### config.mk
export PLATFORM = sky130hd
export DESIGN_NAME = event_encoder8_3
export DESIGN_NICKNAME = d
export VERILOG_FILES = /design/src/rtl/event_encoder8_3.sv
export SDC_FILE = /design/constraint.sdc
export NUM_CORES = 1
export LEC_CHECK = 0
export ABC_AREA = 1
export CAP_MARGIN = 20
export CORE_ASPECT_RATIO = 0.7
export CORE_UTILIZATION = 26
export DETAILED_ROUTE_END_ITERATION = 16
export GPL_ROUTABILITY_DRIVEN = 0
export PLACE_DENSITY = 0.54
export SETUP_SLACK_MARGIN = 0.15
export SYNTH_ARGS = -nofsm -noshare
export SYNTH_HDL_FRONTEND = slang
export SYNTH_SLANG_ARGS = --single-unit
### constraint.sdc
create_clock -name clk -period 2.19 [get_ports clk]
set_input_delay 0.438 -clock clk [delete_from_list [all_inputs] [get_ports clk]]
set_output_delay 0.438 -clock clk [all_outputs]
set_load 0.02 [all_outputs]
### src/rtl/event_encoder8_3.sv
// Sequential 8-to-3 event encoder: captures request pulses into a pending set and
// hands out one fixed-priority index per captured event over a valid/ready port.
module event_encoder8_3 #(
  parameter bit MSB_FIRST = 1'b1
) (
  input  logic       clk,
  input  logic       rst,
  input  logic       e,
  input  logic [7:0] req,
  output logic [2:0] out_code,
  output logic       out_valid,
  input  logic       out_ready,
  output logic [7:0] pending,
  output logic       ovf,
  output logic       idle
);

  logic [7:0] pending_q, pending_d;
  logic [2:0] out_code_q, out_code_d;
  logic       out_valid_q, out_valid_d;
  logic       ovf_q, ovf_d;

  logic       load;
  logic       have_pend;
  logic [2:0] sel;
  logic [7:0] clr_mask;
  logic [7:0] req_eff;
  logic [7:0] held_mask;

  // Later loop iterations overwrite earlier ones, so the scan direction sets the winner.
  function automatic logic [2:0] prio_idx(input logic [7:0] v);
    logic [2:0] idx;
    idx = 3'd0;
    if (MSB_FIRST) begin
      for (int i = 0; i < 8; i++) begin
        if (v[i]) idx = 3'(i);
      end
    end else begin
      for (int i = 7; i >= 0; i--) begin
        if (v[i]) idx = 3'(i);
      end
    end
    return idx;
  endfunction

  function automatic logic [7:0] onehot(input logic [2:0] idx);
    return 8'b0000_0001 << idx;
  endfunction

  always_comb begin
    load      = !out_valid_q || out_ready;
    have_pend = |pending_q;
    sel       = prio_idx(pending_q);
    clr_mask  = (load && have_pend) ? onehot(sel) : 8'h00;
    req_eff   = e ? 8'h00 : req;
    // A code sitting in the output and not taken this cycle still counts as outstanding.
    held_mask = (out_valid_q && !out_ready) ? onehot(out_code_q) : 8'h00;

    pending_d   = (pending_q & ~clr_mask) | req_eff;
    ovf_d       = ovf_q | (|(req_eff & ((pending_q & ~clr_mask) | held_mask)));
    out_valid_d = load ? have_pend : out_valid_q;
    out_code_d  = (load && have_pend) ? sel : out_code_q;
  end

  always_ff @(posedge clk) begin
    if (rst) begin
      pending_q   <= 8'h00;
      out_code_q  <= 3'd0;
      out_valid_q <= 1'b0;
      ovf_q       <= 1'b0;
    end else begin
      pending_q   <= pending_d;
      out_code_q  <= out_code_d;
      out_valid_q <= out_valid_d;
      ovf_q       <= ovf_d;
    end
  end

  assign pending   = pending_q;
  assign out_code  = out_code_q;
  assign out_valid = out_valid_q;
  assign ovf       = ovf_q;
  assign idle      = (pending_q == 8'h00) && !out_valid_q;

endmodule

* After elaboration in Yosys (flattened, before gate mapping)
Cells that the tools add are included.
** Cells by class
- Reductions and logical operators :: 9
- Muxes and demuxes :: 10
- Bitwise logic cells :: 6
- Shift operators :: 2
** Operators with widths (number)
- $mux W8 :: 3
- $mux W3 :: 6
- $and A8 B8 Y8 :: 2
- $or A8 B8 Y8 :: 2
- $reduce_or A8 Y1 :: 2
- $shl A1 B3 Y8 const A :: 2
- $logic_not A8 Y1 :: 1
- $not A8 Y8 :: 1
- $logic_and A1 B1 Y1 :: 3
- $logic_not A1 Y1 :: 2
- $logic_or A1 B1 Y1 :: 1
- $mux W1 :: 1
- $or A1 B1 Y1 :: 1
** Word-level totals
- Register bits after elaboration :: 13

* Longest topological paths before layout
- Depth in word-level cells :: 15
- Depth in mapped cells :: 14

* Worst setup path after synthesis
No wires, ideal clock.
- Path type :: reg-to-output
- From :: reg pending_q[7] (netlist: pending[7])
- To :: out idle
- Required time :: 1.752 ns
- Cell stages (with the launch flop) :: 8
- Slack :: 0.590 ns
- Arrival time :: 1.162 ns
- Buffers on the path :: 0
- Cells stage by stage :: dfxtp_1 -> nor2_4 -> inv_2 -> nor2_4 -> inv_2 -> nor2_2 -> inv_2 -> nor2_1
** Between the ends
- Word-level cells in the longest chain between the ends :: 2
** Ends and longest elaborated chain
- start: declaration :: line 18 : logic [7:0] pending_q, pending_d;
- start signal: assignment :: line 72 : pending_q <= pending_d;
- $logic_not A8 Y1 :: line 83 : assign idle = (pending_q == 8'h00) && !out_valid_q;
- $logic_and A1 B1 Y1 :: line 83
- end: declaration :: line 15 : output logic idle
Every way passes these cells.

* Worst setup path after layout
Ends and elaborated chain as after synthesis.

==> results.toml <==
[placed_design]
dp_hpwl_um = 1692
dp_cells = 192
port-buffer-count = 25

[setup_path]
critPathSlowestCell = "dfxtp_1"
crit_path_frequent_cell = "inv_2"
crit_start = "pending[7]"
cp-end-kind = "primary output"
cp.required_ns = 1.75
crit_fanout = 4
cp-start-kind = "flip-flop"
arrival_ns = 1.41
rr_startpoint = "pending[2]"
max_stage_delay_ns = 0.36
crit_chain = "nor2_4 > inv_2 > nor2_4 > inv_2 > nor2_2 > inv_2 > nor2_1 > clkbuf_2"
reg2reg_slack_ns = 0.64
timing.rr.end = "ovf"
path_class = "flip-flop to primary output"
worstRegToRegCells = 13

[pwr]
power_uw = 774.7
ir_worst_vdd_mv = 0.3367
p_leak_nw = 0.5591
powerDensity_nw_per_um2 = 670.8

[floorplanning]
io_pins = 26
die_h_um = 48.87
start_util = 0.2830
die_x_um = 68.95
dieArea_um2 = 3369
core_region_area_um2 = 2883
row_count = 16

[logic_synthesis]
synth_area_leader_cell = "dfxtp_1"
synth_top_cells_by_area = "dfxtp_1 (32%), nand2_1 (19%), inv_1 (8.7%), a21oi_1 (7.4%), nor2_1 (6.0%)"
yosys.area_share.adder = 0
yosys-mux-area-fraction = 0
synth_xor_area_frac = 0
synth_cell_types = 20
yosys_warnings = 0
ys_ff_latch = 13
synth-simple-area-share = 0.4003
syn_nets = 143
syn_inst = 131
avgSynthCellArea_um2 = 6.227
synth_top_family_by_area = "simple AND/OR/NAND/NOR gates"
synth.yosys.seq_area_share = 0.3190
synth_area_um2 = 815.8
synth_top_area_share = 0.3190
synth_compound_area_frac = 0.1549

[global_routing]
gr-total-overflow = 0
grt_max_degree = 14
antenna_found_initial = 0
track_usage = 0.1504
grt_pass1_vias = 774
grt_pass1_wl_um = 3677

[detailed_routing]
vias = 883
final_antenna_net_count = 0
wl_per_cell_um = 11.21
viasPerCell = 4.505
drt-pass1-iter-count = 4
drt_wl_total_um = 2197
drc = 0
drtIter0Drc = 45

[clock_tree]
htreeDepth = 1
numCtsBuffers = 3
cts_sinks = 13
clkTransAtPathRegs_ns = 0.06
ctsHoldBuffers = 0
clk_path_buf_depth = 2
cts_root_buffer = "clkbuf_8"
clock_latency_ns = 0.25
cts_tree = "done"

[min_path]
min_to = "pending[0]"
min_path_cells = 2
hp-class = "flip-flop to flip-flop"
hp-start = "pending[0]"

[timing]
setup_viol = 0
skew_ns = 0.001820
slew_headroom = 0.6361
clock.fmax_ghz = 0.5415
tightest_slew_ns = 0.5442
finalMaxSlewViolations = 0
min_period_ns = 1.847
final-hold-violation-count = 0
setup_tns_ns = 0
rsz0062_at_grt = "no"
min_period_over_period = 0.8433

[flow_run]
drv_cap = 0

[cells_and_area]
fin_cells = 196
drive_gt1_frac = 0.1563
syn2layout_area_growth_pct = 41.56
diodes = 0
nets = 173

[run_status]
outcome = "finished, final reports clean"
==> worst max path at each step <==
| stage | cells past startpoint | to |
|---|---|---|
| 4_1_cts | 8 | idle |
| 3_5_place_dp | 8 | idle |
| 3_3_place_gp | 6 | idle |
| 2_1_floorplan | 7 | idle |
| 6_report | 8 | idle |
| 5_1_grt | 8 | idle |
==> sequential cells by signal, indices dropped and copies added (netlist names) <==
| register | flops |
|---|---|
| out_code | 3 |
| ovf | 1 |
| pending | 8 |
| out_valid | 1 |
==> final cells by class <==
cell class                      instances  area, um^2
Tap cell                               36       45.04
Fill cell                             306        1728
Inverter                               26       98.84
Multi-Input combinational cell         91       452.9
Sequential cell                        13       260.3
Clock buffer                            4       45.04
Timing Repair Buffer                   26       252.7
==> worst max-delay path: cells and delay by family, from the launching register on <==
family	cells	cell delay, ns
DFF	1	0.36
and+or+nand+nor	4	0.46
buffers and inverters	4	0.34
==> power by group <==
| group | switching [mW] | internal, mW |
|---|---|---|
| clock | 0.0978 | 0.129 |
| combinational | 0.150 | 0.110 |
| sequential | 0.0286 | 0.260 |
==> kinds of logic (layout without fill, tap and decap cells) <==
kind of cell	Yosys count	count (layout)
simple gates	71	71
buf+inv	27	56
compound gates	20	20
flops	13	13
==> synth_stat cells, drive strengths merged <==
library cell and n:
a211oi 2, a21oi 12, clkbuf 1, clkinv 2, dfxtp 13, inv 24
nand2 46, nand3 8, nor2 17, o211ai 1, o21ai 5
==> repair_timing <==
action	CTS	global route
setup endpoints to repair	1	1
gates resized for setup	1	2
setup buffers	0	0
==> stage by stage <==
stage | hold slack, ns | setup WS, ns | utilization | area, um^2
2_1_floorplan | 0.5071 | 0.5895 | - | 815.8
3_3_place_gp | 0.4915 | 0.1957 | 0.3867 | 1115
3_5_place_dp | 0.4979 | 0.1728 | 0.3867 | 1115
4_1_cts | 0.5097 | 0.1751 | 0.4019 | 1159
5_1_grt | 0.5454 | 0.2423 | 0.4006 | 1155
6_report | 0.5047 | 0.3431 | 0.4006 | 1155
==> cells in the final DEF, fill, tap and decap left out, types with 3 or more instances in the layout <==
cell	Yosys	layout
nor2_1	13	13
clkdlybuf4s50_1	0	24
inv_1	19	19
nand3_1	6	6
o21ai_1	3	3
clkbuf_8	0	3
a21oi_1	12	12
dfxtp_1	13	13
nand2_1	42	42
inv_2	5	5
==> per-layer routing <==
layer | GRT usage | share of wire | vias to the layer above
met4 | 0.04082 | 0.0050 | 0
li1 | - | - | 460
met5 | 0 | 0 | -
met1 | 0.2261 | 0.54 | 389
met2 | 0.1926 | 0.38 | 32
met3 | 0.05841 | 0.077 | 2
Note: power is estimated with default switching activity, not from simulation.
